<file path="src/rtl/checksum_scheduler_pkg.sv">
`default_nettype none
// ============================================================================
// Module   : checksum_scheduler_pkg
// Purpose  : Shared types for the checksum scheduler: flit layout, checksum
//            operation encoding, the result bundle and the combinational
//            checksum function used by every checksum consumer.
// Ports    : none (package)
// Revision : 1.0 - initial release
// ============================================================================
package checksum_scheduler_pkg;

    localparam int DEFAULT_CHKSUM_REQ = 4;

    // Flit layout: 8-bit header, 16-bit payload, 8-bit checksum.
    typedef struct packed {
        logic [7:0]  header;
        logic [15:0] payload;
        logic [7:0]  checksum;
    } flit_t;

    typedef enum logic {
        CS_GENERATE = 1'b0,
        CS_CHECK    = 1'b1
    } checksum_op_t;

    typedef struct packed {
        flit_t        flit;
        logic         ok;
        checksum_op_t op;
    } checksum_result_t;

    // One's complement of the modulo-256 byte sum over header and payload.
    // The checksum field itself is excluded, so GENERATE and CHECK share it.
    function automatic logic [7:0] calculate_checksum_comb(input flit_t f);
        logic [7:0] sum;
        sum = f.header + f.payload[15:8] + f.payload[7:0];
        return ~sum;
    endfunction

endpackage

`default_nettype wire

</file>
<file path="src/rtl/checksum_scheduler_rr_arbiter.sv">
`default_nettype none
// ============================================================================
// Module   : rr_arbiter
// Purpose  : Round-robin arbiter. Grants the first asserted request at or
//            above the priority pointer (wrapping). The pointer moves to one
//            past the granted index only when the owner strobes advance.
// Ports    : clk, rst_n      - clock, async active-low reset
//            req            - request vector
//            advance        - a grant was consumed this cycle
//            adv_idx        - index that was consumed
//            grant          - one-hot grant (zero when no request)
//            grant_idx      - binary index of the grant
//            grant_any      - at least one request is granted
// Revision : 1.0 - initial release
// ============================================================================
module rr_arbiter #(
    parameter int  NUM_REQ = 4,
    localparam int SRC_W   = $clog2(NUM_REQ)
) (
    input  logic               clk,
    input  logic               rst_n,
    input  logic [NUM_REQ-1:0] req,
    input  logic               advance,
    input  logic [SRC_W-1:0]   adv_idx,
    output logic [NUM_REQ-1:0] grant,
    output logic [SRC_W-1:0]   grant_idx,
    output logic               grant_any
);

    localparam logic [SRC_W-1:0] c_LAST_IDX = SRC_W'(NUM_REQ - 1);

    logic [SRC_W-1:0] r_ptr;

    // Scan NUM_REQ positions starting at r_ptr; wrap done explicitly so a
    // non-power-of-two NUM_REQ never produces an out-of-range index.
    always_comb begin
        int               j;
        logic [SRC_W-1:0] idx;
        grant     = '0;
        grant_idx = '0;
        grant_any = 1'b0;
        j         = 0;
        idx       = '0;
        for (int k = 0; k < NUM_REQ; k++) begin
            j = int'(r_ptr) + k;
            if (j >= NUM_REQ) begin
                j = j - NUM_REQ;
            end
            idx = SRC_W'(j);
            if (!grant_any && req[idx]) begin
                grant_any  = 1'b1;
                grant[idx] = 1'b1;
                grant_idx  = idx;
            end
        end
    end

    always_ff @(posedge clk or negedge rst_n) begin
        if (!rst_n) begin
            r_ptr <= '0;
        end else if (advance) begin
            r_ptr <= (adv_idx == c_LAST_IDX) ? '0 : adv_idx + 1'b1;
        end
    end

endmodule

`default_nettype wire

</file>
<file path="src/rtl/checksum_scheduler.sv">
`default_nettype none
// ============================================================================
// Module   : checksum_scheduler
// Purpose  : Time-shares one combinational checksum unit between NUM_REQ
//            flit requesters (GENERATE or CHECK), round-robin, into a single
//            registered valid/ready output stage. Counts CHECK failures.
// Ports    : clk, rst_n        - clock, async active-low reset
//            req_valid/ready  - per-requester handshake (ready one-hot/zero)
//            req_flit         - per-requester flit
//            req_check        - 1 = CHECK, 0 = GENERATE
//            out_valid/ready  - result handshake
//            out_flit         - flit with checksum field = computed checksum
//            out_ok           - CHECK: received == computed; GENERATE: 1
//            out_is_check     - op of the held result
//            out_src          - requester index of the held result
//            err_count        - saturating count of failed CHECKs
//            clear_err        - synchronous clear of err_count (wins)
// Revision : 1.0 - initial release
// ============================================================================
module checksum_scheduler
    import checksum_scheduler_pkg::*;
#(
    parameter int  NUM_REQ   = DEFAULT_CHKSUM_REQ,
    parameter int  ERR_CNT_W = 16,
    localparam int SRC_W     = $clog2(NUM_REQ)
) (
    input  logic                 clk,
    input  logic                 rst_n,
    input  logic [NUM_REQ-1:0]   req_valid,
    output logic [NUM_REQ-1:0]   req_ready,
    input  flit_t [NUM_REQ-1:0]  req_flit,
    input  logic [NUM_REQ-1:0]   req_check,
    output logic                 out_valid,
    input  logic                 out_ready,
    output flit_t                out_flit,
    output logic                 out_ok,
    output logic                 out_is_check,
    output logic [SRC_W-1:0]     out_src,
    output logic [ERR_CNT_W-1:0] err_count,
    input  logic                 clear_err
);

    localparam logic [ERR_CNT_W-1:0] c_ERR_MAX = '1;

    logic [NUM_REQ-1:0] w_grant;
    logic [SRC_W-1:0]   w_grant_idx;
    logic               w_grant_any;
    logic               w_can_load;
    logic               w_transfer;
    flit_t              w_sel_flit;
    checksum_op_t       w_sel_op;
    logic [7:0]         w_csum;
    checksum_result_t   w_result;

    logic               r_out_valid;
    checksum_result_t   r_result;
    logic [SRC_W-1:0]   r_src;
    logic [ERR_CNT_W-1:0] r_err_count;

    rr_arbiter #(
        .NUM_REQ   (NUM_REQ)
    ) u_arb (
        .clk       (clk),
        .rst_n     (rst_n),
        .req       (req_valid),
        .advance   (w_transfer),
        .adv_idx   (w_grant_idx),
        .grant     (w_grant),
        .grant_idx (w_grant_idx),
        .grant_any (w_grant_any)
    );

    // When the stage is empty, out_ready is masked out entirely.
    assign w_can_load = !r_out_valid || out_ready;
    assign w_transfer = rst_n && w_grant_any && w_can_load;
    assign req_ready  = rst_n ? (w_grant & {NUM_REQ{w_can_load}}) : '0;

    // Single checksum unit after the grant mux.
    always_comb begin
        w_sel_flit = req_flit[w_grant_idx];
        w_sel_op   = req_check[w_grant_idx] ? CS_CHECK : CS_GENERATE;
        w_csum     = calculate_checksum_comb(w_sel_flit);
        w_result   = '{flit: w_sel_flit, ok: 1'b1, op: w_sel_op};
        w_result.flit.checksum = w_csum;
        // == (not ===) so an X checksum propagates instead of reading as a miss
        if (w_sel_op == CS_CHECK) begin
            w_result.ok = (w_sel_flit.checksum == w_csum);
        end
    end

    always_ff @(posedge clk or negedge rst_n) begin
        if (!rst_n) begin
            r_out_valid <= 1'b0;
            r_result    <= '0;
            r_src       <= '0;
        end else if (w_transfer) begin
            r_out_valid <= 1'b1;
            r_result    <= w_result;
            r_src       <= w_grant_idx;
        end else if (out_ready) begin
            r_out_valid <= 1'b0;
        end
    end

    always_ff @(posedge clk or negedge rst_n) begin
        if (!rst_n) begin
            r_err_count <= '0;
        end else if (clear_err) begin
            r_err_count <= '0;
        end else if (w_transfer && (w_result.op == CS_CHECK) && !w_result.ok
                     && (r_err_count != c_ERR_MAX)) begin
            r_err_count <= r_err_count + 1'b1;
        end
    end

    assign out_valid    = r_out_valid;
    assign out_flit     = r_result.flit;
    assign out_ok       = r_result.ok;
    assign out_is_check = (r_result.op == CS_CHECK);
    assign out_src      = r_src;
    assign err_count    = r_err_count;

    // Requesters must hold flit and op while waiting; dropping valid is allowed.
    for (genvar i = 0; i < NUM_REQ; i++) begin : g_req_stable
        a_req_stable: assert property (@(posedge clk) disable iff (!rst_n)
            (req_valid[i] && !req_ready[i]) |=>
                (!req_valid[i] || ($stable(req_flit[i]) && $stable(req_check[i]))));
    end

endmodule

`default_nettype wire

</file>
<file path="config.mk">
export PLATFORM = sky130hd
export DESIGN_NAME = checksum_scheduler
export DESIGN_NICKNAME = d
export VERILOG_FILES = /design/src/rtl/checksum_scheduler_pkg.sv /design/src/rtl/checksum_scheduler_rr_arbiter.sv /design/src/rtl/checksum_scheduler.sv
export SDC_FILE = /design/constraint.sdc
export NUM_CORES = 1
export LEC_CHECK = 0
export CAP_MARGIN = 20
export CORE_ASPECT_RATIO = 1.25
export CORE_MARGIN = 3
export CORE_UTILIZATION = 39
export CTS_CLUSTER_DIAMETER = 30
export DETAILED_ROUTE_END_ITERATION = 7
export PLACE_DENSITY = 0.81
export SLEW_MARGIN = 20
export SYNTH_ARGS = -nofsm -noshare
export SYNTH_HDL_FRONTEND = slang
export SYNTH_SLANG_ARGS = --single-unit
export TNS_END_PERCENT = 10
</file>
<file path="constraint.sdc">
create_clock -name clk -period 7.3 [get_ports clk]
set_clock_uncertainty 0.2 [all_clocks]
set_input_delay 0.73 -clock clk [delete_from_list [all_inputs] [get_ports clk]]
set_output_delay 0.73 -clock clk [all_outputs]
set_load 0.01 [all_outputs]
</file>
==> run_results.csv <==
group,metric,value,unit
timing,fin_ws,363,ps
global_route,first_global_vias,4399,
timing,hold_viol,0,
worst_setup_path,r2r_slack,450,ps
yosys,synthTopCellsByCount,"59 x nand2_1, 55 x dfrtp_1, 52 x o21ai_0, 41 x mux2i_1, 32 x mux2_2",
yosys,ys.flop_type,"dfrtp_1",
placed_design,place_area,6560,um^2
cts,clk_latency,300,ps
cts,clockBufferDepth,2,
detailed_routing,drt_wl_total,14.8,mm
run,cap_violations,0,
cts,numCtsBuffers,5,
detailed_routing,detail-route-antenna-nets,0,
hold_path,min_path_type,"in2async",
timing,slew_viol_final,0,
worst_setup_path,path_cells,"clkdlybuf4s50_1, mux4_2, nor2b_4, nor2_2, o21ai_4, buf_12, buf_4, mux2_2, o21ai_0, fa_1, fa_1, inv_1, a21oi_1, o21bai_1, a21o_1, a21oi_1, xnor2_1, xnor3_2, xnor2_2, nor4_4, buf_4, nor3b_1, mux2_4",
placed_design,dp_cells,792,
timing,min_period,6940,ps
detailed_routing,m1WireLength,6.09,mm
finish,fin_area,6800,um^2
worst_setup_path,reg2reg_to,"err_count[9]$_DFFE_PN0P_",
floorplanning,die_area,12700,um^2
finish,stdcell_count,805,
cts,cts_htree_levels,2,
detailed_routing,vias,4323,
global_route,grt_max_degree,67,
yosys,syn_inst,478,
worst_setup_path,max_stage_delay,660,ps
worst_setup_path,slowest_stage,"mux4_2",
yosys,yosysTopAreaCellShare,0.309,
global_route,grt_use_total,0.226,
timing,slew_headroom,0.515,
cts,cts_sinks,55,
worst_setup_path,regToRegStartpoint,"u_arb.r_ptr[1]$_DFFE_PN0P_",
cts,root_buffer,"clkbuf_16",
yosys,synth_warnings,0,
finish,ff_latch_area,1380,um^2
detailed_routing,via_per_inst,5.37,
worst_setup_path,path_buf_inv,5,
timing,finalCritPeriodShare,0.950,
finish,area_delta_synth_final,52.7,%
placed_design,portBuffers,196,
worst_setup_path,critPathTopFamily,"multiplexers",
detailed_routing,drtIter0Drc,148,
worst_setup_path,worstSetupPathType,"in2reg",
worst_setup_path,reg2reg_depth,24,
timing,tightest_slew,725,ps
finish,drive_gt1_frac,0.125,
floorplanning,initial_core_util,0.400,
floorplanning,num_rows,43,
placed_design,post-place-ws,-131,ps
detailed_routing,post_drt_wl_per_cell,18.4,um
cts,hold_buffers,0,
detailed_routing,drcViolationCount,0,
yosys,ys_ff_latch,55,
floorplanning,die_width,102,um
global_route,antenna_found_initial,0,
yosys,yosysSeqAreaShare,0.309,
yosys,synth_largest_area_cell,"dfrtp_1",
worst_setup_path,path_max_fanout,27,
detailed_routing,drt_pass1_iterations,4,
yosys,synth-async-reset-ratio,1.00,
floorplanning,dieHeight,125,um
detailed_routing,dr_wl_met2,7.77,mm
worst_setup_path,startpoint_type,"input pin",
finish,nets,832,
timing,rsz0062_at_grt,"false",
worst_setup_path,cp-end-kind,"register",
yosys,synthMostInstantiatedCell,"nand2_1",
finish,fillCellCount,951,
placed_design,globalplace.congestion,0.857,
worst_setup_path,cp.required,7290,ps
finish,diodes,0,
worst_setup_path,cp.arrival,6920,ps
yosys,ys_types,51,
timing,setup_viol,0,
yosys,syn_avg_cell_area,9.31,um^2
global_route,grt_pass1_wl,22.6,mm
detailed_routing,highest_layer,"met4",
finish,multi_input_area,2920,um^2
timing,achievable-frequency,144,MHz
yosys,synth_nets,641,
detailed_routing,wl_met3,741,um
run_status,status,"finished clean",
floorplanning,io_pins,197,
placed_design,dpl.hpwl,11.6,mm
yosys,netlist_area,4450,um^2
cts,clkTransAtPathRegs,80,ps
cts,cts_tree,"built",
yosys,synth_edf_count,0,
yosys,synth_area_leaders,"dfrtp_1 31%, mux2i_1 9.2%, mux2_2 8.1%, o21ai_0 5.8%, nand2_1 5.0%",
global_route,grt-ovfl-total,0,
floorplanning,core_area,11100,um^2
[cell type report]
| type | instances | area share |
|---|---|---|
| multi-input combinational | 374 | 0.429 |
| timing repair buffer | 212 | 0.309 |
| sequential | 55 | 0.203 |
| tap | 135 | 0.0248 |
| clock buffer | 6 | 0.0204 |
| inverter | 21 | 0.0116 |
| clock inverter | 2 | 0.00239 |
[per-stage QoR]
stage	util	hold WS (ps)	TNS [ps]
6_report	0.610	63.6	0
5_1_grt	0.610	60.2	0
4_1_cts	0.603	60.4	0
3_5_place_dp	0.589	271	-1470
3_3_place_gp	0.589	266	0
2_1_floorplan	-	234	0
[worst max-delay path by stage]
stage | start | end | slack (ps) | depth (start not counted)
CTS | u_arb.r_ptr[1]$_DFFE_PN0P_ | err_count[9]$_DFFE_PN0P_ | 90 | 25
global route | u_arb.r_ptr[1]$_DFFE_PN0P_ | err_count[11]$_DFFE_PN0P_ | 70 | 26
detailed placement | req_valid[3] | err_count[9]$_DFFE_PN0P_ | -130 | 24
global placement | req_valid[3] | err_count[11]$_DFFE_PN0P_ | 140 | 24
finish | req_valid[3] | err_count[9]$_DFFE_PN0P_ | 360 | 23
floorplan | u_arb.r_ptr[0]$_DFFE_PN0P_ | err_count[11]$_DFFE_PN0P_ | 20 | 31
[cells in the final DEF (no fill, tap or decap), drive strengths merged, types with 6 or more instances in the layout]
| cell | synthesis | routed |
|---|---|---|
| buf | 13 | 17 |
| o21ai | 56 | 58 |
| mux2 | 36 | 36 |
| ha | 15 | 15 |
| clkdlybuf4s50 | 0 | 195 |
| nand3 | 9 | 9 |
| a21oi | 22 | 22 |
| or4 | 10 | 10 |
| dfrtp | 55 | 55 |
| nor2 | 22 | 22 |
| a22oi | 6 | 6 |
| o31ai | 10 | 10 |
| mux2i | 41 | 41 |
| xnor2 | 16 | 16 |
| fa | 8 | 8 |
| nand2 | 59 | 59 |
| clkbuf | 17 | 6 |
| inv | 21 | 21 |
[layer usage]
| metal | vias to the layer above | global-route usage |
|---|---|---|
| met5 | - | 0 |
| met4 | 0 | 0.0493 |
| met3 | 16 | 0.0413 |
| met2 | 130 | 0.397 |
| met1 | 2087 | 0.286 |
| li1 | 2090 | - |
[kinds of logic (layout without fill, tap and decap cells)]
group,Yosys count,count (layout),share of synthesized area
AND/OR/NAND/NOR,135,135,0.152
flip-flops,55,55,0.309
multiplexers,82,82,0.212
AO/OA/AOI/OAI,111,113,0.154
XOR/XNOR,21,21,0.0464
adder cells (fa/ha/maj),23,23,0.0781
buffers and inverters,51,241,0.0483
[sequential cells by signal, indices dropped and copies added, names as in the netlist]
name,count
out_is_check,1
out_src,2
out_valid,1
out_ok,1
u_arb.r_ptr,2
err_count,16
out_flit,32
[what timing repair did]
| item | in CTS | in global routing |
|---|---|---|
| endpoints found under the setup margin | 0 | 17 |
| resized for setup | 0 | 4 |
| setup buffers | 0 | 3 |
Power is not shown: default switching activity piles up to over one toggle a cycle in this logic, so the estimate is an artifact.
